### src/rtl/pwm_pkg.sv
// pwm_pkg -- shared definitions for the PWM fade controller.
//   DWELL_W_DEFAULT : default width of the per-level dwell count
//   pwm_state_e     : fade FSM state encoding
//   step_up/down    : saturating level arithmetic used by the fade FSM
package pwm_pkg;

  localparam int DWELL_W_DEFAULT = 16;

  typedef enum logic [1:0] {
    ST_IDLE = 2'd0,
    ST_UP   = 2'd1,
    ST_DOWN = 2'd2,
    ST_DONE = 2'd3
  } pwm_state_e;

  // Next level going up: 9-bit sum so 250+30 clamps to the ceiling instead of wrapping.
  function automatic logic [7:0] step_up(input logic [7:0] level,
                                         input logic [7:0] step,
                                         input logic [7:0] ceil);
    logic [8:0] sum_s;
    sum_s = {1'b0, level} + {1'b0, step};
    if (sum_s >= {1'b0, ceil}) begin
      return ceil;
    end else begin
      return sum_s[7:0];
    end
  endfunction

  // Next level going down: 9-bit signed difference so 0-10 clamps to the floor.
  function automatic logic [7:0] step_down(input logic [7:0] level,
                                           input logic [7:0] step,
                                           input logic [7:0] floor);
    logic signed [8:0] diff_s;
    diff_s = $signed({1'b0, level}) - $signed({1'b0, step});
    if (diff_s < $signed({1'b0, floor})) begin
      return floor;
    end else begin
      return diff_s[7:0];
    end
  endfunction

endpackage

### src/rtl/pwm_dwell_timer.sv
// pwm_dwell_timer -- countdown that measures how long one duty level is held.
//   clk, rst_n : clock, asynchronous active-low reset
//   load       : reload the counter with load_val (dwell - 1)
//   load_val   : reload value
//   en         : counting enabled (fade running)
//   expire     : high in the last cycle of the current dwell
module pwm_dwell_timer #(
  parameter int W = 16
) (
  input  logic         clk,
  input  logic         rst_n,
  input  logic         load,
  input  logic [W-1:0] load_val,
  input  logic         en,
  output logic         expire
);

  logic [W-1:0] cnt_r;

  // Counter reaches zero in the final held cycle; a load in that cycle restarts it.
  always_ff @(posedge clk or negedge rst_n) begin
    if (!rst_n) begin
      cnt_r <= {W{1'b0}};
    end else if (load) begin
      cnt_r <= load_val;
    end else if (en && (cnt_r != {W{1'b0}})) begin
      cnt_r <= cnt_r - {{(W-1){1'b0}}, 1'b1};
    end else begin
      cnt_r <= cnt_r;
    end
  end

  assign expire = en && (cnt_r == {W{1'b0}});

endmodule

### src/rtl/pwm_fade_ctrl.sv
// pwm_fade_ctrl -- ramps the PWM duty between two levels, or passes the
// SPI duty register through when idle.
//   clk, rst_n        : clock, asynchronous active-low reset
//   start, stop       : one-cycle pulses to begin / abort a fade (stop wins)
//   cfg_min/max/step  : level range and increment (step 0 acts as 1)
//   cfg_dwell         : cycles each level is held (0 acts as 1)
//   cfg_loop          : 0 one-shot ramp up, 1 triangle until stop
//   spi_duty          : duty used while idle
//   duty_out          : registered duty to the PWM peripheral
//   busy, done        : fade running / one-shot completion pulse
//   dir_down          : fade currently descending
module pwm_fade_ctrl
  import pwm_pkg::*;
#(
  parameter int DWELL_W = DWELL_W_DEFAULT
) (
  input  logic               clk,
  input  logic               rst_n,
  input  logic               start,
  input  logic               stop,
  input  logic [7:0]         cfg_min,
  input  logic [7:0]         cfg_max,
  input  logic [7:0]         cfg_step,
  input  logic [DWELL_W-1:0] cfg_dwell,
  input  logic               cfg_loop,
  input  logic [7:0]         spi_duty,
  output logic [7:0]         duty_out,
  output logic               busy,
  output logic               done,
  output logic               dir_down
);

  localparam logic [DWELL_W-1:0] DWELL_ONE = {{(DWELL_W-1){1'b0}}, 1'b1};

  pwm_state_e         state_r;
  logic [7:0]         min_r, max_r, step_r;
  logic [DWELL_W-1:0] dwell_r;
  logic               loop_r;

  logic [7:0]         step_eff_s, first_level_s, up_level_s, down_level_s;
  logic [DWELL_W-1:0] dwell_eff_s, timer_val_s;
  logic               at_max_s, at_min_s, single_s;
  logic               timer_load_s, timer_en_s, expire_s;

  // Normalised config and next-level candidates.
  always_comb begin
    step_eff_s    = (cfg_step == 8'd0) ? 8'd1 : cfg_step;
    dwell_eff_s   = (cfg_dwell == {DWELL_W{1'b0}}) ? DWELL_ONE : cfg_dwell;
    // min >= max collapses the fade onto the single level max.
    first_level_s = (cfg_min >= cfg_max) ? cfg_max : cfg_min;
    single_s      = (min_r >= max_r);
    at_max_s      = (duty_out == max_r);
    at_min_s      = (duty_out == min_r);
    up_level_s    = step_up(duty_out, step_r, max_r);
    down_level_s  = step_down(duty_out, step_r, min_r);
  end

  // Timer reload whenever a new level starts being held.
  always_comb begin
    timer_load_s = 1'b0;
    timer_val_s  = dwell_r - DWELL_ONE;
    timer_en_s   = (state_r == ST_UP) || (state_r == ST_DOWN);
    if ((state_r == ST_IDLE) && start && !stop) begin
      timer_load_s = 1'b1;
      timer_val_s  = dwell_eff_s - DWELL_ONE;
    end else if (timer_en_s && !stop && expire_s) begin
      // The only expiry that ends the fade is the max level of a one-shot.
      timer_load_s = !((state_r == ST_UP) && at_max_s && !loop_r);
    end else begin
      timer_load_s = 1'b0;
    end
  end

  pwm_dwell_timer #(.W(DWELL_W)) u_dwell_timer (
    .clk      (clk),
    .rst_n    (rst_n),
    .load     (timer_load_s),
    .load_val (timer_val_s),
    .en       (timer_en_s),
    .expire   (expire_s)
  );

  // Fade FSM with registered outputs and latched configuration.
  always_ff @(posedge clk or negedge rst_n) begin
    if (!rst_n) begin
      state_r  <= ST_IDLE;
      duty_out <= 8'd0;
      busy     <= 1'b0;
      done     <= 1'b0;
      dir_down <= 1'b0;
      min_r    <= 8'd0;
      max_r    <= 8'd0;
      step_r   <= 8'd0;
      dwell_r  <= {DWELL_W{1'b0}};
      loop_r   <= 1'b0;
    end else begin
      case (state_r)
        ST_IDLE: begin
          done     <= 1'b0;
          dir_down <= 1'b0;
          if (start && !stop) begin
            min_r    <= cfg_min;
            max_r    <= cfg_max;
            step_r   <= step_eff_s;
            dwell_r  <= dwell_eff_s;
            loop_r   <= cfg_loop;
            duty_out <= first_level_s;
            busy     <= 1'b1;
            state_r  <= ST_UP;
          end else begin
            duty_out <= spi_duty;
            busy     <= 1'b0;
          end
        end
        ST_UP: begin
          if (stop) begin
            state_r  <= ST_IDLE;
            busy     <= 1'b0;
            dir_down <= 1'b0;
          end else if (expire_s) begin
            if (!at_max_s) begin
              duty_out <= up_level_s;
            end else if (!loop_r) begin
              // Idle pass-through starts with the DONE cycle.
              state_r  <= ST_DONE;
              done     <= 1'b1;
              duty_out <= spi_duty;
            end else if (single_s) begin
              duty_out <= max_r;
            end else begin
              state_r  <= ST_DOWN;
              dir_down <= 1'b1;
              duty_out <= down_level_s;
            end
          end else begin
            duty_out <= duty_out;
          end
        end
        ST_DOWN: begin
          if (stop) begin
            state_r  <= ST_IDLE;
            busy     <= 1'b0;
            dir_down <= 1'b0;
          end else if (expire_s) begin
            if (at_min_s) begin
              state_r  <= ST_UP;
              dir_down <= 1'b0;
              duty_out <= up_level_s;
            end else begin
              duty_out <= down_level_s;
            end
          end else begin
            duty_out <= duty_out;
          end
        end
        ST_DONE: begin
          state_r  <= ST_IDLE;
          busy     <= 1'b0;
          done     <= 1'b0;
          dir_down <= 1'b0;
          duty_out <= spi_duty;
        end
        default: begin
          state_r  <= ST_IDLE;
          busy     <= 1'b0;
          done     <= 1'b0;
          dir_down <= 1'b0;
          duty_out <= spi_duty;
        end
      endcase
    end
  end

endmodule

### config.mk
export PLATFORM = sky130hd
export DESIGN_NAME = pwm_fade_ctrl
export DESIGN_NICKNAME = d
export VERILOG_FILES = /design/src/rtl/pwm_pkg.sv /design/src/rtl/pwm_dwell_timer.sv /design/src/rtl/pwm_fade_ctrl.sv
export SDC_FILE = /design/constraint.sdc
export NUM_CORES = 1
export LEC_CHECK = 0
export ABC_AREA = 0
export BUFFER_PORTS_ARGS = -buffer_cell sky130_fd_sc_hd__buf_2
export CORE_ASPECT_RATIO = 1.5
export CORE_MARGIN = 4
export CORE_UTILIZATION = 35
export DETAILED_ROUTE_END_ITERATION = 7
export PLACE_DENSITY = 0.54
export SLEW_MARGIN = 30
export SYNTH_ARGS = -nofsm -noshare
export SYNTH_HDL_FRONTEND = slang
export SYNTH_HIERARCHICAL = 1
export SYNTH_SLANG_ARGS = --single-unit
### constraint.sdc
create_clock -name clk -period 7.7 [get_ports clk]
set_input_delay 0.385 -clock clk [delete_from_list [all_inputs] [get_ports clk]]
set_output_delay 0.385 -clock clk [all_outputs]
set_load 0.01 [all_outputs]
## Word-level counts from Yosys, hierarchy flattened

Index checks and enable logic that the tools add are counted.

| word-level totals | value |
|---|---|
| flip-flop bits (word level) | 70 |
| input port bits | 53 |
| output and inout port bits | 11 |
| word-level logic and storage cells | 114 |

| cells by class | value |
|---|---|
| add/sub/neg operators | 5 |
| order comparisons | 4 |
| equal/unequal tests | 20 |
| multiplexer cells | 47 |
| reduce and logical (&&, ||, !) cells | 27 |

Operator list:

| kind | count |
|---|---|
| $mux W8 | 13 |
| $mux W16 | 4 |
| $sub A16 B1 Y16 const B | 3 |
| $logic_not A16 Y1 | 2 |
| $pmux W8 S4 | 1 |
| $mux W2 | 9 |
| $ne A3 B3 Y1 const B | 6 |
| $eq A8 B8 Y1 | 2 |
| $ge A8 B8 Y1 | 2 |
| $mux W1 | 16 |
| $reduce_bool A16 Y1 | 1 |
| $ne A2 B2 Y1 const B | 6 |
| $reduce_and A6 Y1 | 2 |
| $add A8 B8 Y9 | 1 |
| $ge A9 B8 Y1 | 1 |
| $logic_and A1 B1 Y1 | 9 |
| $lt A9 B9 Y1 | 1 |
| $sub A8 B8 Y9 | 1 |
| $logic_not A8 Y1 | 1 |
| $pmux W2 S4 | 1 |
| $pmux W1 S3 | 2 |
| $reduce_and A5 Y1 | 1 |
| $eq A2 B2 Y1 const B | 2 |
| $ne A2 B1 Y1 const B | 2 |
| other kinds (10) | 14 |

## Depth between registers and ports, before layout

Gate-level depths: netlist of run 1.

| logic depth | value |
|---|---|
| depth in word-level cells | 9 |
| mapped depth | 17 |
| depth with buffers taken out | 16 |

## Modules after synthesis

The synthesis of run 1 kept the hierarchy.

By module, submodules not included:

| module | times used | cells an instance | area each (sq um) | sequential area each (sq um) |
|---|---|---|---|---|
| pwm_fade_ctrl | 1 | 587 | 4875.9 | 1351.3 |
| pwm_dwell_timer | 1 | 128 | 1071.0 | 400.4 |

## Worst setup path before layout of run 1

OpenSTA, ideal clock, no wires.

| timing | value |
|---|---|
| path kind | reg2reg |
| start point | reg duty_out[2] |
| end point | reg duty_out[5] |
| setup time | 0.143 ns |
| arrival | 3.345 ns |
| data required time | 7.557 ns |
| path slack | 4.212 ns |
| cell stages (with the launch flop) | 14 |
| buffers on the path | 2 |
| clock period less this slack | 3.488 ns |
| path through | dfrtp_1 -> ha_1 -> buf_2 -> o21a_1 -> o31a_1 -> or4_1 -> o311ai_0 -> ha_1 -> a2111o_1 -> o21ba_2 -> buf_2 -> mux2_2 -> a211oi_1 -> o311ai_1 |

| between the ends | value |
|---|---|
| word-level cells in the longest chain between the ends | 9 |
| elaborated cells between the ends (all ways) | 17 |
| those cells by class | add/sub: 2; order compare: 2; eq/ne: 2; mux: 11 |

RTL lines:

| element | line | RTL |
|---|---|---|
| start, declared | pwm_fade_ctrl.sv:27 | `output logic [7:0] duty_out,` |
| start signal, assigned | pwm_fade_ctrl.sv:107 | `duty_out <= first_level_s;` |
| start signal, assigned | pwm_fade_ctrl.sv:111 | `duty_out <= spi_duty;` |
| start signal, assigned | pwm_fade_ctrl.sv:122 | `duty_out <= up_level_s;` |
| $sub A8 B8 Y9 | pwm_pkg.sv:34 | `diff_s = $signed({1'b0, level}) - $signed({1'b0, step});` |
| $lt A9 B9 Y1 | pwm_pkg.sv:35 | `if (diff_s < $signed({1'b0, floor})) begin` |
| $mux W8 | pwm_pkg.sv:35 |  |
| $mux W8 | pwm_fade_ctrl.sv:128 | `end else if (single_s) begin` |
| $mux W8 | pwm_fade_ctrl.sv:123 | `end else if (!loop_r) begin` |
| $mux W8 | pwm_fade_ctrl.sv:121 | `if (!at_max_s) begin` |
| $mux W8 | pwm_fade_ctrl.sv:120 | `end else if (expire_s) begin` |
| $mux W8 | pwm_fade_ctrl.sv:116 | `if (stop) begin` |
| $pmux W8 S4 (*) | pwm_fade_ctrl.sv:97 | `case (state_r)` |

Mark *: on every way between the ends. The rest lies on a longest branch, timed or not. The select of a mux whose other input is x is not followed.
A chain may end at the register's enable or synchronous reset.

## Worst setup path after layout of run 1

| timing | value |
|---|---|
| start point | reg duty_out[0] |
| end point | reg duty_out[5] |

Same word-level chain as after synthesis.

==> results.yml, run 1 <==
run_status:
  outcome: "finished, final reports clean"
power:
  power.ir.vdd_worst_mv: 0.223
  power_per_cell_area_nw_per_um2: 527
  pwr-share-clk_pct: 14.2
  static-leakage-power_nw: 3.07
  seq_power_share_pct: 21.2
  switching_share_pct: 48.9
  internal_mw: 1.84
  switching_power_mw: 1.76
  combPwrFrac_pct: 64.6
synth:
  synth-simple-area-share_pct: 20.1
  synth-seq-area-share_pct: 29.5
  yosys.area.top_type: "sky130_fd_sc_hd__dfrtp_1"
  synth-xor-area-share_pct: 5.30
  syn_avg_cell_area_sq_um: 8.32
  number_of_synthesized_flops_with_an_enable_pin: 0
  post_synth_main_area_contributors: "sky130_fd_sc_hd__dfrtp_1, sky130_fd_sc_hd__ha_1, sky130_fd_sc_hd__xnor2_1, sky130_fd_sc_hd__nand2_1, sky130_fd_sc_hd__inv_1"
  ys_async_sr_fraction_pct: 100
  netlist_area_sq_um: 5950
  synth_net_count: 825
  synth-seq-cells: 70
  synth_top_area_share_pct: 29.5
  dominant_combinational_cell_family_by_area_after_synthesis: "compound AO/OA/AOI/OAI gates"
  synth.area.mux_share_pct: 4.75
  synth_top_flop_cell: "sky130_fd_sc_hd__dfrtp_1"
  synth-compound-area-share_pct: 21.9
  post_synth_fa_ha_maj_area_fraction_pct: 12.2
  synth_cell_type_count: 70
  postSynthCellCount: 715
  synth-warning-count: 6
placed_design:
  port_buffers: 63
  globalplace.congestion: 0.908
  placedCellCount: 969
  placedInstanceArea_sq_um: 6450
  dp_hpwl_um: 14900
cts:
  cts-htree-levels: 3
  ctsRootBufferMaster: "sky130_fd_sc_hd__clkbuf_16"
  insertion_delay_ns: 0.35
  number_of_sinks_on_the_clock_net: 70
  cts_post_setup_buffers_inserted: 0
  clk_pin_slew_ns: 0.07
  clockBufferDepth: 2
  post_cts.resized_instances: 0
  cts_tree: "built"
  cts_hold_repair.buffers: 0
  cts_inserted_buffers: 9
worst_setup_path:
  critPathArrivalTime_ns: 4.03
  critPathTopFamily: "compound AO/OA/AOI/OAI gates"
  worstSetupEndpointType: "flop"
  worstPathCellList: "inv_1 -> ha_1 -> fa_1 -> nor2b_1 -> o31a_1 -> o21ai_0 -> a21boi_0 -> nor2_1 -> ha_1 -> o21ai_0 -> nand2b_1 -> o221ai_1 -> o21ba_2 -> mux2_2 -> a211oi_1 -> o311ai_1"
  worstPathRequired_ns: 7.90
  critPathLaunchType: "flop"
  slowest_delay_ns: 0.48
  timing.setup.critical_path_class: "reg2reg"
  regToRegSetupSlack_ns: 3.87
  path_max_fanout: 7
  critical_path.n_buffers_inverters: 1
  worst_path_max_delay_cell: "sky130_fd_sc_hd__dfrtp_1"
sta:
  max-slew-margin-rel_pct: 37.4
  tightestPinTransition_ns: 0.939
  final_worst_hold_slack_ns: 0.0405
  share_of_the_cycle_needed_by_the_critical_path_after_routing_pct: 49.7
  maxClockFrequency_ghz: 0.261
  min_period_ns: 3.83
  worst_clock_skew_ns: 0.0113
  report.final.hold_viol_count: 0
  rsz_0062_raised_after_global_routing: "no"
  final-setup-viol-count: 0
  slew_violations: 0
  post_route_setup_tns_ns: 0
cells_and_area:
  flow.area_growth_from_synthesis_pct: 14.7
  mostFrequentLayoutCell: "sky130_fd_sc_hd__nand2_1"
  post_route_cells_drive_above_1_share_pct: 12.9
  finalNetCount: 880
  final_cell_mix: "sky130_fd_sc_hd__nand2_1, sky130_fd_sc_hd__inv_1, sky130_fd_sc_hd__dfrtp_1, sky130_fd_sc_hd__buf_2, sky130_fd_sc_hd__ha_1"
  postLayoutCoreUtil_pct: 40.7
  number_of_standard_cells_in_the_final_layout_excluding_fillers: 986
  design_area_sq_um: 6820
floorplanning:
  io_pins: 64
  floorplan.initialDensity_pct: 35.5
  core_sq_um: 16800
  die_area_sq_um: 19200
  die-width_um: 114
  rows: 58
  dieHeight_um: 168
global_route:
  grt.met3_usage_pct: 3.22
  globalRouteTotalUtil_pct: 20.0
  grt_pass1_wl_um: 29800
  top_usage_layer: "met2"
  grt_pass1_vias: 5608
  grt_antenna_before_repair: 2
  globalRoute.totalOverflow: 0
  use_met1_pct: 20.6
  grt_util_met2_pct: 37.7
  maximum_number_of_pins_on_one_net_before_global_route_repair: 71
detailed_routing:
  firstDrtPassIters: 5
  drt_wl_total_um: 18900
  drtAntennaViolNets: 0
  vias_per_cell: 5.65
  drtIter0Drc: 270
  dr_wl_cell_um: 19.2
  remaining_drc_errors: 0
  detailroute.via_count: 5567
worst_hold_path:
  min_path_type: "in2async"
job:
  number_of_max_capacitance_violations_reported: 0
==> layout make-up <==
cell class	count	area [sq um]
inverter	71	267
multi-input combinational	552	3840
tap	210	263
sequential	70	1750
clock buffer	11	253
clock inverter	5	105
timing repair buffer	66	344
antenna	1	2.50
fill	1700	9940
==> registers in the layout, summed over array words and instances, names as in the netlist <==
signal,flops
state_r,2
dir_down,1
done,1
min_r,8
step_r,8
busy,1
u_dwell_timer/cnt_r,16
loop_r,1
dwell_r,16
duty_out,8
max_r,8
==> power by group through the flow <==
stage / Combinational [mW] / Clock, mW / Sequential (mW)
after floorplan: 1.74 / 0 / 0.711
after global placement: 2.27 / 0 / 0.757
after detailed placement: 2.29 / 0 / 0.764
after CTS: 2.31 / 0.520 / 0.758
after global routing: 2.59 / 0.534 / 0.788
final: 2.32 / 0.511 / 0.763
==> synth_stat cells, types with 3 or more instances <==
cell                         n
sky130_fd_sc_hd__a2111oi_0   3
sky130_fd_sc_hd__a211oi_1    8
sky130_fd_sc_hd__a21o_1      8
sky130_fd_sc_hd__a21oi_1    38
sky130_fd_sc_hd__a22o_1      4
sky130_fd_sc_hd__a22oi_1     5
sky130_fd_sc_hd__a31oi_1    10
sky130_fd_sc_hd__and2_1      6
sky130_fd_sc_hd__and3_1      4
sky130_fd_sc_hd__buf_2       6
sky130_fd_sc_hd__clkbuf_1   13
sky130_fd_sc_hd__dfrtp_1    70
sky130_fd_sc_hd__ha_1       55
sky130_fd_sc_hd__inv_1      70
sky130_fd_sc_hd__mux2i_1    26
sky130_fd_sc_hd__nand2_1    72
sky130_fd_sc_hd__nand2b_1    9
sky130_fd_sc_hd__nand3_1    20
sky130_fd_sc_hd__nand4_1    13
sky130_fd_sc_hd__nor2_1     44
sky130_fd_sc_hd__nor2b_1     5
sky130_fd_sc_hd__nor3_1     22
sky130_fd_sc_hd__nor3b_1     4
sky130_fd_sc_hd__nor4_1      8
sky130_fd_sc_hd__o211ai_1    7
sky130_fd_sc_hd__o21a_1      8
sky130_fd_sc_hd__o21ai_0    50
sky130_fd_sc_hd__o21ai_1     4
sky130_fd_sc_hd__o21bai_1    4
sky130_fd_sc_hd__o22ai_1     8
sky130_fd_sc_hd__o311ai_0    3
sky130_fd_sc_hd__o31a_1      3
sky130_fd_sc_hd__o31ai_1     7
sky130_fd_sc_hd__o32a_1      5
sky130_fd_sc_hd__o41ai_1     3
sky130_fd_sc_hd__or3_1       4
sky130_fd_sc_hd__or4_1       8
sky130_fd_sc_hd__xnor2_1    32
sky130_fd_sc_hd__xor2_1      4
==> kinds of logic (layout without fill, tap and decap cells) <==
| family | after synthesis | in the layout |
|---|---|---|
| xor gates and xnor gates | 36 | 36 |
| adders and majority gates | 57 | 57 |
| DFF | 70 | 70 |
| other | 0 | 1 |
| AOI/OAI and AO/OA | 198 | 198 |
| muxes | 28 | 28 |
| buffers and inverters | 93 | 153 |
| and+or+nand+nor | 233 | 233 |
==> layer usage <==
metal / wire length, um / share of wire (%)
met3: 857 / 4.5
met5: 11 / 0.058
met4: 907 / 4.8
met1: 6830 / 36
met2: 10300 / 54
==> final timing paths <==
check,start,end,cells after the start
setup / recovery,duty_out[0],duty_out[5],16
hold / removal,rst_n,step_r[1],1
setup reg to reg,duty_out[0],duty_out[5],16
hold reg to reg,dir_down,dir_down,2
max in group asynchronous,rst_n,u_dwell_timer/cnt_r[2],1
min in group clk,cfg_step[5],step_r[5],3
==> worst register-to-register path, stage by stage (launching register included) <==
cell	delay (ns)
sky130_fd_sc_hd__dfrtp_1	0.48
sky130_fd_sc_hd__inv_1	0.08
sky130_fd_sc_hd__ha_1	0.23
sky130_fd_sc_hd__fa_1	0.42
sky130_fd_sc_hd__nor2b_1	0.17
sky130_fd_sc_hd__o31a_1	0.18
sky130_fd_sc_hd__o21ai_0	0.10
sky130_fd_sc_hd__a21boi_0	0.25
sky130_fd_sc_hd__nor2_1	0.08
sky130_fd_sc_hd__ha_1	0.27
sky130_fd_sc_hd__o21ai_0	0.09
sky130_fd_sc_hd__nand2b_1	0.08
sky130_fd_sc_hd__o221ai_1	0.12
sky130_fd_sc_hd__o21ba_2	0.41
sky130_fd_sc_hd__mux2_2	0.38
sky130_fd_sc_hd__a211oi_1	0.24
sky130_fd_sc_hd__o311ai_1	0.11
==> per-stage QoR <==
stage | power, mW | worst slack [ns]
6_report | 3.60 | 3.87
3_5_place_dp | 3.06 | 3.88
4_1_cts | 3.59 | 3.86
2_1_floorplan | 2.45 | 4.21
3_3_place_gp | 3.02 | 3.93
5_1_grt | 3.91 | 3.55
Note: power is estimated with default switching activity, not from simulation.
==> run 2: changes to the inputs <==
--- a/config.mk
+++ b/config.mk
@@ -11,7 +11,7 @@
 export CORE_MARGIN = 4
 export CORE_UTILIZATION = 35
 export DETAILED_ROUTE_END_ITERATION = 7
-export PLACE_DENSITY = 0.54
+export PLACE_DENSITY = 0.56
 export SLEW_MARGIN = 30
 export SYNTH_ARGS = -nofsm -noshare
 export SYNTH_HDL_FRONTEND = slang
==> constraint.sdc (replaced) <==
create_clock -name clk -period 3.2 [get_ports clk]
set_input_delay 0.16 -clock clk [delete_from_list [all_inputs] [get_ports clk]]
set_output_delay 0.16 -clock clk [all_outputs]
set_load 0.01 [all_outputs]
==> run 2 against run 1 <==
The flow now finishes with violations (setup timing). Setup slack lost 4.1 ns. Sequential cell count is the same. Global-route usage is 0.90 points higher. Maximum frequency rose by 13%. Cell count grew 6.2%. First-iteration DRC count increased by 23%. Utilization increased by 3.8 points. Critical endpoint is now duty_out[4]. Largest cell class unchanged. Highest routed layer unchanged.
==> results.yml, run 2 (synthesis gave the netlist of run 1 again) <==
run_status:
  outcome: "complete, but fails checks"
  failed_checks: "setup timing"
power:
  design_power_total_mw: 10.3
  switching_power_mw: 4.81
  internal_mw: 5.46
  combPwrFrac_pct: 72.7
  switching_share_pct: 46.8
  power.ir.vdd_worst_mv: 0.750
  power_per_cell_area_nw_per_um2: 1380
  seq_power_share_pct: 17.3
  pwr-share-clk_pct: 10.0
  static-leakage-power_nw: 3.37
detailed_routing:
  drt_wl_total_um: 19700
  vias_per_cell: 5.49
  drtIter0Drc: 331
  detailroute.via_count: 5749
  wl_met2_um: 10400
  dr_wl_cell_um: 18.8
  wl_met3_um: 928
  wire_length_on_met1_um: 7260
  drtAntennaViolNets: 0
  highest-signal-layer: "met5"
  firstDrtPassIters: 5
  remaining_drc_errors: 0
global_route:
  maximum_number_of_pins_on_one_net_before_global_route_repair: 71
  grt_pass1_wl_um: 31100
  grt_pass1_vias: 5867
  globalRouteTotalUtil_pct: 20.9
  globalRoute.totalOverflow: 0
  grt_antenna_before_repair: 1
worst_setup_path:
  worstPathRequired_ns: 3.43
  beginning_of_the_critical_path: "duty_out[1]"
  slowest_delay_ns: 0.44
  critPathLaunchType: "flop"
  timing.setup.critical_path_class: "reg2reg"
  critPathTopFamily: "compound AO/OA/AOI/OAI gates"
  worstSetupEndpointType: "flop"
  rr_startpoint: "duty_out[1]"
  regToRegSetupSlack_ns: -0.19
  critPathArrivalTime_ns: 3.61
  path_max_fanout: 6
  critical_path.n_buffers_inverters: 1
  worstPathCellList: "ha_4 -> nor2b_4 -> o31a_1 -> or4_4 -> o311ai_4 -> ha_1 -> a2111o_1 -> o21ba_4 -> buf_12 -> mux2i_1 -> a211oi_1 -> o32a_1"
  crit_path_end: "duty_out[4]"
  worst_path_max_delay_cell: "sky130_fd_sc_hd__or4_4"
  rr_worst_depth: 12
  reg2reg_to: "duty_out[4]"
  cp.depth: 12
floorplanning:
  die-width_um: 114
  die_area_sq_um: 19200
  dieHeight_um: 168
  io_pins: 64
  floorplan.initialDensity_pct: 35.5
  core_sq_um: 16800
  rows: 58
cells_and_area:
  final_cell_mix: "sky130_fd_sc_hd__nand2_1, sky130_fd_sc_hd__inv_1, sky130_fd_sc_hd__dfrtp_1, sky130_fd_sc_hd__buf_2, sky130_fd_sc_hd__buf_4"
  postLayoutCoreUtil_pct: 44.5
  post_route_cells_drive_above_1_share_pct: 23.2
  design_area_sq_um: 7460
  flow.area_growth_from_synthesis_pct: 25.5
  mostFrequentLayoutCell: "sky130_fd_sc_hd__nand2_1"
  number_of_standard_cells_in_the_final_layout_excluding_fillers: 1047
  finalNetCount: 941
  biggest_regs: "dwell_r (16), u_dwell_timer/cnt_r (16)"
cts:
  clockBufferDepth: 2
  clk_pin_slew_ns: 0.07
  cts_inserted_buffers: 9
  ctsRootBufferMaster: "sky130_fd_sc_hd__clkbuf_16"
  insertion_delay_ns: 0.35
  number_of_sinks_on_the_clock_net: 70
  cts-htree-levels: 3
  cts_tree: "built"
sta:
  rsz_0062_raised_after_global_routing: "yes"
  tightestPinTransition_ns: 0.842
  max-slew-margin-rel_pct: 43.9
  final-setup-viol-count: 8
  setup_slack_ns: -0.186
  report.final.hold_viol_count: 0
  post_route_setup_tns_ns: -1.17
  min_period_ns: 3.39
  share_of_the_cycle_needed_by_the_critical_path_after_routing_pct: 106
  final_worst_hold_slack_ns: 0.0232
  worst_clock_skew_ns: 0.0132
  maxClockFrequency_ghz: 0.295
  slew_violations: 0
placed_design:
  dp_hpwl_um: 15400
  placedInstanceArea_sq_um: 6930
  globalplace.congestion: 0.916
  placedCellCount: 1022
  port_buffers: 63
  place_ws_ns: -0.242
job:
  number_of_max_capacitance_violations_reported: 0
worst_hold_path:
  min_path_type: "in2reg"
run 2: changes by cell type in the layout (fill, tap and decap cells not counted), moves of 3 or more:
cell                       delta
sky130_fd_sc_hd__o21ai_0      -3
sky130_fd_sc_hd__ha_2         +3
sky130_fd_sc_hd__ha_4         +4
sky130_fd_sc_hd__ha_1         -7
sky130_fd_sc_hd__dfrtp_1      -4
sky130_fd_sc_hd__buf_4       +58
sky130_fd_sc_hd__dfrtp_2      +4
sky130_fd_sc_hd__clkinv_2     +3
run 2: power groups by stage:
stage	combinational (mW)	clock, mW	sequential (mW)
floorplan	4.35	0	1.72
detailed placement	6.66	0	1.78
finish	7.47	1.02	1.78
global route	8.20	1.08	1.84
CTS	7.01	1.04	1.77
global placement	6.64	0	1.77
run 2: cell type report:
| type | instances | area (sq um) |
|---|---|---|
| tap | 210 | 263 |
| clock buffer | 10 | 229 |
| sequential | 70 | 1760 |
| inverter | 71 | 267 |
| timing repair buffer | 127 | 830 |
| fill | 1681 | 9300 |
| multi-input combinational | 552 | 4050 |
| antenna | 1 | 2.50 |
| clock inverter | 6 | 62.6 |
run 2: worst min path at each step:
stage               cells after the start  startpoint  slack (ns)        to
detailed placement                      1       rst_n        0.25      busy
global placement                        3    cfg_loop        0.37    loop_r
CTS                                     3    cfg_loop        0.02    loop_r
floorplan                               0       rst_n       -0.14      busy
finish                                  3    cfg_loop        0.02    loop_r
global route                            3  cfg_min[2]        0.05  min_r[2]
run 2: per-layer routing:
layer | GRT usage [%] | vias up
li1 | - | 2824
met1 | 22.7 | 2694
met2 | 38.5 | 165
met3 | 2.46 | 64
met4 | 11.3 | 2
met5 | 0 | -
run 2: worst min-delay path, delay by kind of cell:
| kind | cells | cell delay, ns |
|---|---|---|
| compound gates | 1 | 0.06 |
| simple gates | 1 | 0.04 |
| buf+inv | 1 | 0.07 |
run 2: repair_timing:
| action | in CTS | in global routing |
|---|---|---|
| endpoints found under the hold margin | 70 | 0 |
| endpoints found under the setup margin | 8 | 9 |
| pin swaps | 11 | 7 |
| buffers inserted | 3 | 4 |
| resized for setup | 18 | 22 |
| hold buffers | 1 | 0 |
